## config.mk

```make
export PLATFORM = sky130hd
export DESIGN_NAME = rf_wb_scheduler
export DESIGN_NICKNAME = d
export VERILOG_FILES = /design/src/rtl/rf_wb_scheduler.sv
export SDC_FILE = /design/constraint.sdc
export NUM_CORES = 1
export LEC_CHECK = 0
export CORE_MARGIN = 3
export CORE_UTILIZATION = 35
export CTS_BUF_LIST = sky130_fd_sc_hd__clkbuf_8 sky130_fd_sc_hd__clkbuf_16
export DETAILED_ROUTE_END_ITERATION = 6
export PLACE_DENSITY_LB_ADDON = 0.25
export SLEW_MARGIN = 0
export SYNTH_ARGS = -nofsm -noshare
export SYNTH_HDL_FRONTEND = slang
export SYNTH_SLANG_ARGS = --single-unit
```

## constraint.sdc

```tcl
create_clock -name clk -period 5.45 [get_ports clk]
set_input_delay 0.545 -clock clk [delete_from_list [all_inputs] [get_ports clk]]
set_output_delay 0.545 -clock clk [all_outputs]
set_load 0.005 [all_outputs]
```

## src/rtl/rf_wb_scheduler.sv

```systemverilog
// Register-file writeback scheduler: scoreboard of pending destinations, RAW/WAW issue stall,
// and a round-robin arbiter that merges the ALU and load-unit writebacks onto one write port.
module rf_wb_scheduler #(
  parameter int unsigned XLEN = 32,
  parameter int unsigned NREG = 32,
  parameter int unsigned AW   = 5
) (
  input  logic            clk,
  input  logic            rst,
  input  logic            i_issue_valid,
  input  logic [AW-1:0]   i_issue_rs1,
  input  logic            i_issue_use_rs1,
  input  logic [AW-1:0]   i_issue_rs2,
  input  logic            i_issue_use_rs2,
  input  logic [AW-1:0]   i_issue_rd,
  output logic            o_issue_stall,
  input  logic            i_flush,
  input  logic            i_alu_valid,
  input  logic [AW-1:0]   i_alu_rd,
  input  logic [XLEN-1:0] i_alu_data,
  output logic            o_alu_ready,
  input  logic            i_mem_valid,
  input  logic [AW-1:0]   i_mem_rd,
  input  logic [XLEN-1:0] i_mem_data,
  output logic            o_mem_ready,
  output logic            o_rf_we,
  output logic [AW-1:0]   o_rf_rd_addr,
  output logic [XLEN-1:0] o_rf_wdata,
  output logic [NREG-1:0] o_busy_vec,
  output logic            o_err_spurious
);

  logic [NREG-1:0] r_busy;
  logic [NREG-1:0] w_busy_d;
  logic            r_last_mem;
  logic            r_rf_we;
  logic [AW-1:0]   r_rf_rd_addr;
  logic [XLEN-1:0] r_rf_wdata;
  logic            r_err_spurious;

  logic            w_alu_grant;
  logic            w_mem_grant;
  logic            w_grant;
  logic            w_issue_accept;
  logic [AW-1:0]   w_wb_rd;
  logic [XLEN-1:0] w_wb_data;

  // Stall looks only at the registered scoreboard; a clear lands one cycle before issue sees it.
  assign o_issue_stall = i_issue_valid &
                         ((i_issue_use_rs1 & r_busy[i_issue_rs1]) |
                          (i_issue_use_rs2 & r_busy[i_issue_rs2]) |
                          ((i_issue_rd != '0) & r_busy[i_issue_rd]));

  assign w_issue_accept = i_issue_valid & ~o_issue_stall & ~i_flush;

  // On contention the requester not granted last wins; r_last_mem moves only on a grant.
  assign w_alu_grant = i_alu_valid & (~i_mem_valid | r_last_mem);
  assign w_mem_grant = i_mem_valid & (~i_alu_valid | ~r_last_mem);
  assign w_grant     = w_alu_grant | w_mem_grant;
  assign w_wb_rd     = w_alu_grant ? i_alu_rd : i_mem_rd;
  assign w_wb_data   = w_alu_grant ? i_alu_data : i_mem_data;

  always_comb begin
    w_busy_d = r_busy;
    if (w_issue_accept && (i_issue_rd != '0)) begin
      w_busy_d[i_issue_rd] = 1'b1;
    end
    if (r_rf_we) begin
      w_busy_d[r_rf_rd_addr] = 1'b0;
    end
    if (i_flush) begin
      w_busy_d = '0;
    end
    w_busy_d[0] = 1'b0;
  end

  always_ff @(posedge clk or posedge rst) begin
    if (rst) begin
      r_busy         <= '0;
      r_last_mem     <= 1'b1;
      r_rf_we        <= 1'b0;
      r_rf_rd_addr   <= '0;
      r_rf_wdata     <= '0;
      r_err_spurious <= 1'b0;
    end else begin
      r_busy  <= w_busy_d;
      r_rf_we <= w_grant & (w_wb_rd != '0);
      if (w_grant) begin
        r_last_mem <= w_mem_grant;
      end
      if (w_grant && (w_wb_rd != '0)) begin
        r_rf_rd_addr <= w_wb_rd;
        r_rf_wdata   <= w_wb_data;
      end
      // A write landing on a register nobody is waiting for is flagged sticky.
      if (r_rf_we && !r_busy[r_rf_rd_addr]) begin
        r_err_spurious <= 1'b1;
      end
    end
  end

  assign o_alu_ready    = w_alu_grant;
  assign o_mem_ready    = w_mem_grant;
  assign o_rf_we        = r_rf_we;
  assign o_rf_rd_addr   = r_rf_rd_addr;
  assign o_rf_wdata     = r_rf_wdata;
  assign o_busy_vec     = r_busy;
  assign o_err_spurious = r_err_spurious;

endmodule

```

==> flow_summary.json <==
{
  "die_h_um": 120,
  "viasPerCell": 5.65,
  "drc": 0,
  "track_usage_pct": 22.0,
  "fin_setup_tns_ns": 0,
  "r2r_end": "o_busy_vec[11]",
  "fin_skew_ns": 0.00984,
  "p_comb_share_pct": 25.8,
  "slew_viol_final": 0,
  "cts-root-buf": "clkbuf_16",
  "antenna_found_initial": 0,
  "synth_top_area_cell": "dfrtp_1",
  "fillers": 1166,
  "finalCriticalPeriod_ns": 4.03,
  "vias": 4635,
  "hold_violations": 0,
  "gp_congestion": 0.897,
  "max_freq_ghz": 0.248,
  "netlist_area_um2": 4570,
  "cap_violations": 0,
  "cts.repair.resized": 0,
  "fin_crit_sh_pct": 73.9,
  "hpwl_um": 11600,
  "rr_worst_depth": 6,
  "crit_fanout": 10,
  "core_area_um2": 12700,
  "firstDrtPassIters": 5,
  "path_cells": "clkdlybuf4s50_1 > mux4_2 > a2111oi_2 > nor3_1 > a41oi_1 > clkdlybuf4s50_1",
  "cts_tree": "done",
  "hold_path_end": "o_err_spurious",
  "synth_top_area_share_pct": 38.3,
  "grt_pass1_wl_um": 24800,
  "drive_gt1_share_pct": 9.24,
  "setup_viol": 0,
  "outcome": "complete, no violations",
  "crit_type": "in2out",
  "design_area_um2": 6620,
  "cts_buffers": 9,
  "grt_pass1_vias": 4557,
  "synth-async-reset-ratio_pct": 100,
  "ir_drop_mv": 0.139,
  "num_rows": 41,
  "r2r_slack_ns": 2.74,
  "wl_per_cell_um": 19.1,
  "wirelength_um": 15700,
  "yosys-top-cells-area": "dfrtp_1 (38%), mux4_2 (7.9%), nand2_1 (7.2%)",
  "cpMaxStageDelayCell": "clkdlybuf4s50_1",
  "seq_area_frac_synth_pct": 38.9,
  "syn_inst": 499,
  "power_frac_seq_pct": 40.4,
  "arrival_ns": 3.48,
  "hold_depth": 1,
  "netlist-cell-type-count": 52,
  "ios": 171,
  "first_iter_violations": 407,
  "rr_startpoint": "o_busy_vec[19]",
  "die_w_um": 120,
  "insertion_delay_ns": 0.33,
  "cts_sinks": 71,
  "p_per_area_nw_per_um2": 240,
  "p_sw_uw": 463,
  "rsz0062_at_grt": "false",
  "synth_edf_count": 0,
  "cp-end-kind": "output port",
  "ant_nets": 0,
  "cp_common_cell": "clkdlybuf4s50_1",
  "nNetsFinal": 741,
  "p_int_mw": 1.13,
  "synth-seq-cells": 71,
  "ys_warn_count": 0,
  "portBuffers": 169,
  "sw_frac_of_total_pct": 29.1,
  "antenna_cells": 0,
  "total_leakage_power_nw": 2.49,
  "htree_levels": 3,
  "syn_to_final_growth_pct": 45.0,
  "dieArea_um2": 14500,
  "post_dp_cell_area_um2": 6350,
  "floorplan.initialDensity_pct": 36.1,
  "grt-ovfl-total": 0,
  "startpoint_type": "input port",
  "cts_setup_buffers": 0,
  "synthFlopType": "dfrtp_1",
  "synth_fp_nets": 596,
  "cts_buffer_depth": 2,
  "worst_pin_slew_ns": 1.30,
  "slew_headroom_pct": 12.9,
  "hp-class": "reg2reg",
  "hold_start": "o_err_spurious",
  "path_clk_slew_ns": 0.05,
  "critical-path-max-stage-delay_ns": 0.76,
  "clkPwrFrac_pct": 33.8,
  "synth.avg_cell_area_um2": 9.15,
  "cts_hold_buf": 0,
  "grt_max_degree": 74,
  "critical_path_required_ns": 4.91
}
power groups by stage:
stage / Clock (mW) / Combinational, mW / Sequential (mW)
4_1_cts: 0.554 / 0.413 / 0.642
3_5_place_dp: 0 / 0.410 / 0.650
5_1_grt: 0.580 / 0.444 / 0.652
6_report: 0.537 / 0.410 / 0.642
3_3_place_gp: 0 / 0.408 / 0.647
2_1_floorplan: 0 / 0.191 / 0.627
sequential cells by signal (all words and copies together), names as in the netlist:
name / cells
o_busy_vec: 31
o_err_spurious: 1
o_rf_rd_addr: 5
o_rf_wdata: 32
o_rf_we: 1
r_last_mem: 1
logic make-up (layout without fill, tap and decap cells):
family / count (synthesis) / after routing / share of synthesized area, %
simple gates: 184 / 184 / 18.7
compound gates: 129 / 129 / 20.0
buf+inv: 76 / 226 / 6.77
flops: 71 / 71 / 38.9
mux: 38 / 38 / 15.5
other cells: 1 / 1 / 0.0821
final cells by class:
type	count	area [µm²]	area share, %
tap	172	215	3.25
timing repair buffer	172	1710	25.9
multi-input combinational	352	2500	37.7
clock buffer	10	239	3.61
inverter	38	143	2.15
clock inverter	6	38.8	0.586
sequential	71	1780	26.8
cells in the final DEF, fill, tap and decap left out, types with 3 or more instances in the layout:
cell type / count
clkdlybuf4s50_1: 169
nand2_1: 88
dfrtp_1: 70
nor2_1: 47
inv_1: 38
a31oi_1: 37
o22ai_1: 32
a211oi_1: 30
mux4_2: 16
mux2_2: 10
nand3_1: 9
clkbuf_16: 9
mux4_1: 7
nor4_1: 6
mux2i_1: 5
a21oi_1: 4
o21ai_0: 4
nor3b_1: 4
nand2b_1: 4
a22o_1: 4
nand3b_1: 4
nand4_2: 4
or4_1: 3
nor3_1: 3
buf_4: 3
how the worst max path moves through the flow:
stage / start / to / slack (ns) / cells past startpoint
5_1_grt: i_issue_rs2[1] / o_issue_stall / 1.32 / 6
2_1_floorplan: i_issue_rs2[1] / o_issue_stall / 2.81 / 5
6_report: i_issue_rs2[1] / o_issue_stall / 1.42 / 6
3_3_place_gp: i_issue_rd[1] / o_issue_stall / 1.59 / 7
3_5_place_dp: i_issue_rs2[1] / o_issue_stall / 1.50 / 6
4_1_cts: i_issue_rs2[1] / o_issue_stall / 1.49 / 6
routing by layer:
metal | track usage (%) | part of all wire [%] | wire length, µm
met5 | 0 | 0 | 0
met4 | 7.93 | 2.6 | 416
met2 | 34.6 | 46 | 7160
met1 | 28.1 | 41 | 6370
met3 | 7.90 | 11 | 1770
worst max-delay path: cells and delay by family:
kind                   cells  cell delay, ns
AOI/OAI and AO/OA          2            0.91
buffers and inverters      2            1.30
muxes                      1            0.60
and+or+nand+nor            1            0.11
stage by stage:
step | hold WS, ns | utilization, % | power (mW) | worst slack (ns) | std cells
finish | 0.491 | 52.3 | 1.59 | 1.42 | 821
global route | 0.525 | 52.3 | 1.68 | 1.32 | 821
CTS | 0.507 | 52.3 | 1.61 | 1.49 | 821
detailed placement | 0.495 | 50.1 | 1.06 | 1.50 | 805
global placement | 0.488 | 50.1 | 1.05 | 1.59 | 805
floorplan | 0.468 | - | 0.818 | 2.81 | 499
cell usage after synthesis, types with 5 or more instances:
cell type and n:
mux2_2 10, nor4_1 6, o21ai_0 6, mux2i_1 5
inv_1 38, clkbuf_1 27, mux4_2 16, mux4_1 7
o22ai_1 32, dfrtp_1 70, nand3_1 9, a31oi_1 37
nor2_1 47, nand2_1 88, a211oi_1 30
Note: power is estimated with default switching activity, not from simulation.
